===== src/rtl/mac_ctrl_pkg.sv =====
// mac_ctrl_pkg: shared state encoding and default widths for the dot-product sequencer
package mac_ctrl_pkg;
   localparam int DEF_DATA_WIDTH = 16;
   localparam int DEF_WEIGHT_WIDTH = 8;
   localparam int DEF_ACCUM_WIDTH = 32;
   localparam int DEF_ADDR_WIDTH = 8;
   localparam int DEF_LEN_WIDTH = 8;
   localparam int READ_LATENCY = 1;
   typedef enum logic [2:0] {IDLE, RUN, WAIT, CAPTURE, OUTPUT} ctrl_state_t;
endpackage


===== src/rtl/mac_addr_gen.sv =====
// mac_addr_gen: latches request bases/length, walks the element index and forms wrapping read addresses
module mac_addr_gen
   import mac_ctrl_pkg::*;
#(
   parameter int ADDR_WIDTH = DEF_ADDR_WIDTH,
   parameter int LEN_WIDTH = DEF_LEN_WIDTH
) (
   input  logic                  clk,
   input  logic                  rst,
   input  logic                  load,
   input  logic                  adv,
   input  logic [LEN_WIDTH-1:0]  vec_len,
   input  logic [ADDR_WIDTH-1:0] data_base,
   input  logic [ADDR_WIDTH-1:0] weight_base,
   output logic [ADDR_WIDTH-1:0] data_addr,
   output logic [ADDR_WIDTH-1:0] weight_addr,
   output logic                  first,
   output logic                  last
);
   logic [LEN_WIDTH-1:0] len, idx;
   logic [ADDR_WIDTH-1:0] dbase, wbase;
   // capture the request on load, then advance one element per issued read
   always_ff @(posedge clk or posedge rst) begin
      if (rst) begin
         len <= '0;
         idx <= '0;
         dbase <= '0;
         wbase <= '0;
      end else if (load) begin
         len <= vec_len;
         idx <= '0;
         dbase <= data_base;
         wbase <= weight_base;
      end else if (adv) begin
         idx <= idx + 1'b1;
      end
   end
   assign data_addr = dbase + ADDR_WIDTH'(idx);
   assign weight_addr = wbase + ADDR_WIDTH'(idx);
   assign first = idx == '0;
   assign last = idx == len - 1'b1;
endmodule


===== src/rtl/mac_dot_ctrl.sv =====
// mac_dot_ctrl: sequences operand reads into an external MAC and returns one dot product per request
module mac_dot_ctrl
   import mac_ctrl_pkg::*;
#(
   parameter int DATA_WIDTH = DEF_DATA_WIDTH,
   parameter int WEIGHT_WIDTH = DEF_WEIGHT_WIDTH,
   parameter int ACCUM_WIDTH = DEF_ACCUM_WIDTH,
   parameter int ADDR_WIDTH = DEF_ADDR_WIDTH,
   parameter int LEN_WIDTH = DEF_LEN_WIDTH
) (
   input  logic                    clk,
   input  logic                    rst,
   input  logic                    start,
   input  logic [LEN_WIDTH-1:0]    vec_len,
   input  logic [ADDR_WIDTH-1:0]   data_base,
   input  logic [ADDR_WIDTH-1:0]   weight_base,
   output logic                    busy,
   output logic                    data_rd_en,
   output logic [ADDR_WIDTH-1:0]   data_rd_addr,
   input  logic [DATA_WIDTH-1:0]   data_rd_data,
   output logic                    weight_rd_en,
   output logic [ADDR_WIDTH-1:0]   weight_rd_addr,
   input  logic [WEIGHT_WIDTH-1:0] weight_rd_data,
   output logic                    mac_enable,
   output logic                    mac_clear_accum,
   output logic [DATA_WIDTH-1:0]   mac_data,
   output logic [WEIGHT_WIDTH-1:0] mac_weight,
   input  logic [ACCUM_WIDTH-1:0]  mac_accum,
   output logic [ACCUM_WIDTH-1:0]  result,
   output logic                    result_valid,
   input  logic                    result_ready,
   output logic                    zero_len
);
   ctrl_state_t state;
   logic load, adv, first, last;
   assign load = state == IDLE && start;
   assign adv = state == RUN;
   mac_addr_gen #(.ADDR_WIDTH(ADDR_WIDTH), .LEN_WIDTH(LEN_WIDTH)) u_addr (
      .clk(clk),
      .rst(rst),
      .load(load),
      .adv(adv),
      .vec_len(vec_len),
      .data_base(data_base),
      .weight_base(weight_base),
      .data_addr(data_rd_addr),
      .weight_addr(weight_rd_addr),
      .first(first),
      .last(last)
   );
   assign busy = state != IDLE;
   assign data_rd_en = adv;
   assign weight_rd_en = adv;
   // operands are forced to zero whenever the MAC is not consuming them
   assign mac_data = mac_enable ? data_rd_data : '0;
   assign mac_weight = mac_enable ? weight_rd_data : '0;
   // control FSM plus the one-cycle MAC drive that lines up with the read data return
   always_ff @(posedge clk or posedge rst) begin
      if (rst) begin
         state <= IDLE;
         result <= '0;
         result_valid <= 1'b0;
         zero_len <= 1'b0;
         mac_enable <= 1'b0;
         mac_clear_accum <= 1'b0;
      end else begin
         mac_enable <= adv;
         mac_clear_accum <= adv && first;
         case (state)
            IDLE: if (start) begin
               if (vec_len == '0) begin
                  result <= '0;
                  zero_len <= 1'b1;
                  result_valid <= 1'b1;
                  state <= OUTPUT;
               end else state <= RUN;
            end
            RUN: if (last) state <= WAIT;
            WAIT: state <= CAPTURE;
            CAPTURE: begin
               result <= mac_accum;
               zero_len <= 1'b0;
               result_valid <= 1'b1;
               state <= OUTPUT;
            end
            OUTPUT: if (result_ready) begin
               result_valid <= 1'b0;
               state <= IDLE;
            end
            default: state <= IDLE;
         endcase
      end
   end
endmodule


===== config.mk =====
export PLATFORM = sky130hd
export DESIGN_NAME = mac_dot_ctrl
export DESIGN_NICKNAME = d
export VERILOG_FILES = /design/src/rtl/mac_ctrl_pkg.sv /design/src/rtl/mac_addr_gen.sv /design/src/rtl/mac_dot_ctrl.sv
export SDC_FILE = /design/constraint.sdc
export NUM_CORES = 1
export LEC_CHECK = 0
export BUFFER_PORTS_ARGS = -buffer_cell sky130_fd_sc_hd__buf_2
export CAP_MARGIN = 20
export CORE_MARGIN = 3
export CORE_UTILIZATION = 44
export DETAILED_ROUTE_END_ITERATION = 8
export PLACE_DENSITY_LB_ADDON = 0.08
export SLEW_MARGIN = 20
export SYNTH_ARGS = -nofsm -noshare
export SYNTH_HDL_FRONTEND = slang
export SYNTH_SLANG_ARGS = --single-unit

===== constraint.sdc =====
create_clock -name clk -period 2.39 [get_ports clk]
set_clock_uncertainty 0.15 [all_clocks]
set_input_delay 0.239 -clock clk [delete_from_list [all_inputs] [get_ports clk]]
set_output_delay 0.239 -clock clk [all_outputs]
set_load 0.02 [all_outputs]

# [Yosys cells after proc, flatten, opt, wreduce, memory -nomap -nowiden]
# Cells that the tools add are included.
[totals] register_bits=71 latch_bits=0 ramBits=0 romBits=0 output_inout_bits=79 elab_cells=52 memories=0
[op_classes] n_addsub=4 multipliers=0 div=0 magnitude_cmp=0 n_eq_ne=9 n_shift=0 mux=17 bitwise=0 reduce_logical=12
[ops] op="2-to-1 mux 32 bit" count=2
[ops] op="one-hot mux 32 bit (2 select lines)" count=1
[ops] op="2-to-1 mux 8 bit" count=3
[ops] op="adder 8 bit" count=2
[ops] op="zero test 8 bit" count=2
[ops] op="2-to-1 mux 16 bit" count=1
[ops] op="one-hot mux 3 bit (5 select lines)" count=1
[ops] op="2-to-1 mux 3 bit" count=4
[ops] op="adder 8 x 1 -> 8 bit (second input constant)" count=1
[ops] op="== test 8 bit" count=1
[ops] op="subtractor 8 x 1 -> 8 bit (second input constant)" count=1
[ops] op="== test 3 x 2 -> 1 bit (second input constant)" count=2
[ops] op="AND reduction 3 bit" count=2
[ops] op="nonzero test 3 bit" count=2
[ops] op="inequality test 2 x 1 -> 1 bit (second input constant)" count=2
[ops] op="inequality test 2 bit (second input constant)" count=2
[ops] op="AND reduction 4 bit" count=1
[ops] op="nonzero test 2 bit" count=2
[ops] op="== test 3 x 1 -> 1 bit (second input constant)" count=1
[ops] op="== test 3 bit (second input constant)" count=1
[ops] op="zero test 3 bit" count=1
[ops] op="2-to-1 mux 1 bit" count=3
[ops] op="one-hot mux 1 bit (3 select lines)" count=1
[ops] op="logical AND 1 bit" count=2
[ops] op="one-hot mux 1 bit (2 select lines)" count=1

# [Depth between registers and ports, before layout]
[logic_depth] depth_word=4 depth_mapped=10 mapped_depth_nobuf=9

# [Hierarchy]
# From an unflattened synthesis, not the netlist that was laid out.
[hier_totals] cells_unflattened=397 hier_area_um2=3872.5
[modules_own_cells] module="mac_addr_gen" instances=1 cells_per_inst=200 area_each_um2=2092.0 seq_area_each_um2=800.8
[modules_own_cells] module="mac_dot_ctrl" instances=1 cells_per_inst=197 area_each_um2=1780.5 seq_area_each_um2=975.9

# [Least setup slack after synthesis]
# No wires, ideal clock.
[synth_timing] path_type="register to register" start="register u_addr.len[0] (netlist name)" end="register result[0]" setup_ns=0.125 arrival_time_ns=2.332 setup_slack_ns=-0.217 stages_incl_launch_ff=11 synth_period_minus_slack_ns=2.607 path_cell_list="dfrtp_1 > inv_1 > ha_1 > buf_6 > o21ba_1 > a221oi_2 > a41oi_1 > or4_4 > nor3_4 > buf_6 > o21ai_2"
[synth_rtl] item="to (signal assigned)" line_no="mac_dot_ctrl.sv:81" rtl="result <= mac_accum;"
[synth_rtl] item="to (decl)" line_no="mac_dot_ctrl.sv:29" rtl="output logic [ACCUM_WIDTH-1:0] result,"

# [Final worst setup path]
[layout_timing] start="register u_addr.idx[0]" end="output port data_rd_addr[6]"
[layout_between] elab_chain_cells=1
[layout_lines] item="from (decl)" line_no="mac_addr_gen.sv:20" rtl="logic [LEN_WIDTH-1:0] len, idx;"
[layout_lines] item="from (signal assigned)" line_no="mac_addr_gen.sv:35" rtl="idx <= idx + 1'b1;"
[layout_lines] item="adder 8 bit" line_no="mac_addr_gen.sv:38" rtl="assign data_addr = dbase + ADDR_WIDTH'(idx);"
[layout_lines] item="to (decl)" line_no="mac_dot_ctrl.sv:19" rtl="output logic [ADDR_WIDTH-1:0] data_rd_addr,"
# No other way between the ends.

==> out/metrics.yaml <==
cts:
  cts_buffers: 9
  htreeDepth: 3
  root_buffer: "clkbuf_8"
  max-clock-path-buffers: 2
  clkLatencyLatePin_ns: 0.34
  cts_sinks: 71
  tritoncts: "done"
  cts.clk_slew.worst_paths_ns: 0.08
power:
  p_leak_nw: 3.10
  ir_drop_uv: 1030
  power.density_mw_per_mm2: 1240
  p_int_mw: 4.44
  p_switching_mw: 3.50
  p_clk_share_pct: 13.8
  switching_share_pct: 44.0
  power_frac_seq_pct: 23.6
  pwr-share-comb_pct: 62.6
sta:
  finalSetupViolCount: 14
  tns_ns: -0.633
  fmax_mhz: 390
  period_needed_ns: 2.57
  fin_ws_ns: -0.175
  worst_pin_slew_ns: 0.545
  maxSlewViolCount: 0
  fin_crit_sh_pct: 107
  rsz0062_at_grt: "yes"
  slew_headroom_pct: 63.7
  finalHoldViolations: 0
floorplanning:
  initial_core_util_pct: 46.3
  core_area_sq_mm: 0.00889
  die_x_um: 103
  design.die.area_sq_mm: 0.0105
  die_h_um: 103
  io_pins: 163
  placementRows: 34
placed_design:
  place_congestion: 0.789
  dp.final_hpwl_um: 7810
  place_area_sq_mm: 0.00514
  post-place-ws_ns: -0.125
  port_buffers: 162
logic_synthesis:
  ys_types: 44
  synthSimpleGateAreaFrac_pct: 14.7
  yosys_warnings: 0
  synth_xor_area_share_pct: 7.00
  synth_compound_area_share_pct: 18.5
  synth_adder_area_share_pct: 6.14
  avgSynthCellArea_sq_um: 10.1
  ys_seq_area_share_pct: 43.2
  syn_area_sq_mm: 0.00411
  synth-seq-cells: 71
  synthFlopType: "dfrtp_1"
  synth_top_family_by_area: "compound AO/OA/AOI/OAI gates"
  async_flop_share_pct: 100
  synthesis.nets: 509
  synthMuxAreaShare_pct: 5.72
  synth_edf_count: 0
  synthCells: 406
grt:
  grt_max_degree: 54
  antenna_found_initial: 0
  first_global_vias: 3741
  overflow: 0
  grt_pass1_wl_um: 17900
  grtUsageTotal_pct: 21.7
worst_setup_path:
  start_kind: "flip-flop"
  cp-end-kind: "output port"
  required_ns: 2.00
  cp.arrival_ns: 2.18
  crit_type: "reg2out"
  crit_fanout: 2
detailed_routing:
  vias_per_cell: 5.13
  dr.first_iter.drc_count: 153
  routedWlPerCell_um: 15.5
  drc: 0
  drtPass1Iterations: 4
  routed_wl_um: 11800
  vias: 3906
  postRouteAntennaNets: 0
finish:
  postLayoutCellArea_sq_mm: 0.00638
  layout.nets: 752
  syn_to_final_growth_pct: 55.1
  final_common_cell: "buf_2"
  final_layout_size_suffix_gt1_share_pct: 47.7
  antennaDiodeCount: 0
  final_cell_mix: "buf_2 (154), dfrtp_1 (68), dlygate4sd3_1 (57), nand2_1 (46), o21ai_2 (35)"
  n_fill_cell: 685
  regArea_sq_mm: 0.00178
  multi_input_area_sq_mm: 0.00237
status:
  violations: "setup timing"
  status: "finished, violations left"
hold_path:
  hold_class: "in2reg"
flow_run:
  cap_violations: 0
[metrics by stage]
step | hold slack, ns | total power [mW] | util [%] | cells
after global routing | 0.0117 | 8.50 | 71.8 | 762
after CTS | 0.00583 | 7.64 | 70.0 | 759
after global placement | 0.110 | 5.90 | 57.8 | 672
final | 0.0279 | 7.94 | 71.8 | 762
after detailed placement | 0.116 | 5.98 | 57.8 | 672
after floorplan | 0.193 | 4.75 | - | 406
[final cells by class]
class / instances / share of cell area (%)
clock inverter: 6 / 1.47
tap: 108 / 2.12
timing repair buffer: 257 / 28.3
clock buffer: 10 / 2.16
inverter: 15 / 0.922
multi-input combinational: 295 / 37.1
sequential: 71 / 27.9
[routing by layer]
layer / track usage (%) / vias up / part of all wire [%]
met5: 0 / - / 0
li1: - / 1910 / -
met2: 39.0 / 110 / 52
met3: 3.45 / 14 / 4.9
met4: 6.36 / 0 / 1.3
met1: 26.8 / 1872 / 42
[sequential cells by signal, indices dropped and copies added (netlist names)]
register         cells
zero_len             1
u_addr.len           8
u_addr.dbase         8
mac_clear_accum      1
result_valid         1
u_addr.wbase         8
u_addr.idx           8
result              32
mac_enable           1
state                3
[worst max-delay path: stages (launching register included)]
cell      delay (ns)
dfrtp_1         0.39
buf_4           0.16
ha_4            0.16
inv_2           0.05
fa_2            0.22
nor2b_2         0.05
o21ai_1         0.13
nand2b_1        0.09
a21o_1          0.19
a21oi_2         0.13
xnor2_1         0.12
buf_4           0.16
[what timing repair did]
item / 4_1_cts / 5_1_grt
pin swaps: 13 / 19
setup buffers: 11 / 3
hold endpoints to repair: 74 / 0
hold buffers: 57 / 0
cloned: 3 / 1
resized for setup: 42 / 28
setup endpoints to repair: 43 / 44
[synth_stat cells (all sizes together) (5+ instances only)]
library cell  number  area [sq um]
nand2             46           173
a21oi              7          35.0
mux2              20           225
inv               14          52.6
nor3               5          36.3
buf                8          73.8
o21ai             44           333
xnor2             17           149
dfrtp             71          1780
nor2              22          82.6
clkbuf            17          63.8
and2              25           156
nand3              8          40.0
a22oi             32           240
xor2              15           139
ha                17           213
[path summary, 6_finish.rpt]
path,startpoint,cells after the start,endpoint,slack [ns]
hold reg to reg,zero_len,1,zero_len,0.37
hold / removal,mac_accum[16],3,result[16],0.03
setup / recovery,u_addr.idx[0],11,data_rd_addr[6],-0.18
max in group asynchronous,rst,4,u_addr.idx[3],1.14
min in group asynchronous,rst,3,result[4],0.28
setup reg to reg,u_addr.len[1],10,result[5],-0.01
[cells by family (layout without fill, tap and decap cells)]
| group | count (synthesis) | count (layout) |
|---|---|---|
| xor gates and xnor gates | 32 | 32 |
| AOI/OAI and AO/OA | 100 | 100 |
| and+or+nand+nor | 123 | 123 |
| buffers and inverters | 40 | 288 |
| muxes | 21 | 21 |
| DFF | 71 | 71 |
| adders and majority gates | 19 | 19 |
[power by group through the flow]
stage	Sequential, mW	Combinational [mW]	Clock (mW)
floorplan	1.81	2.94	0
global placement	1.84	4.06	0
detailed placement	1.85	4.13	0
CTS	1.84	4.68	1.12
global route	1.92	5.40	1.18
finish	1.87	4.97	1.10
Power figures use the tool's default switching activity.
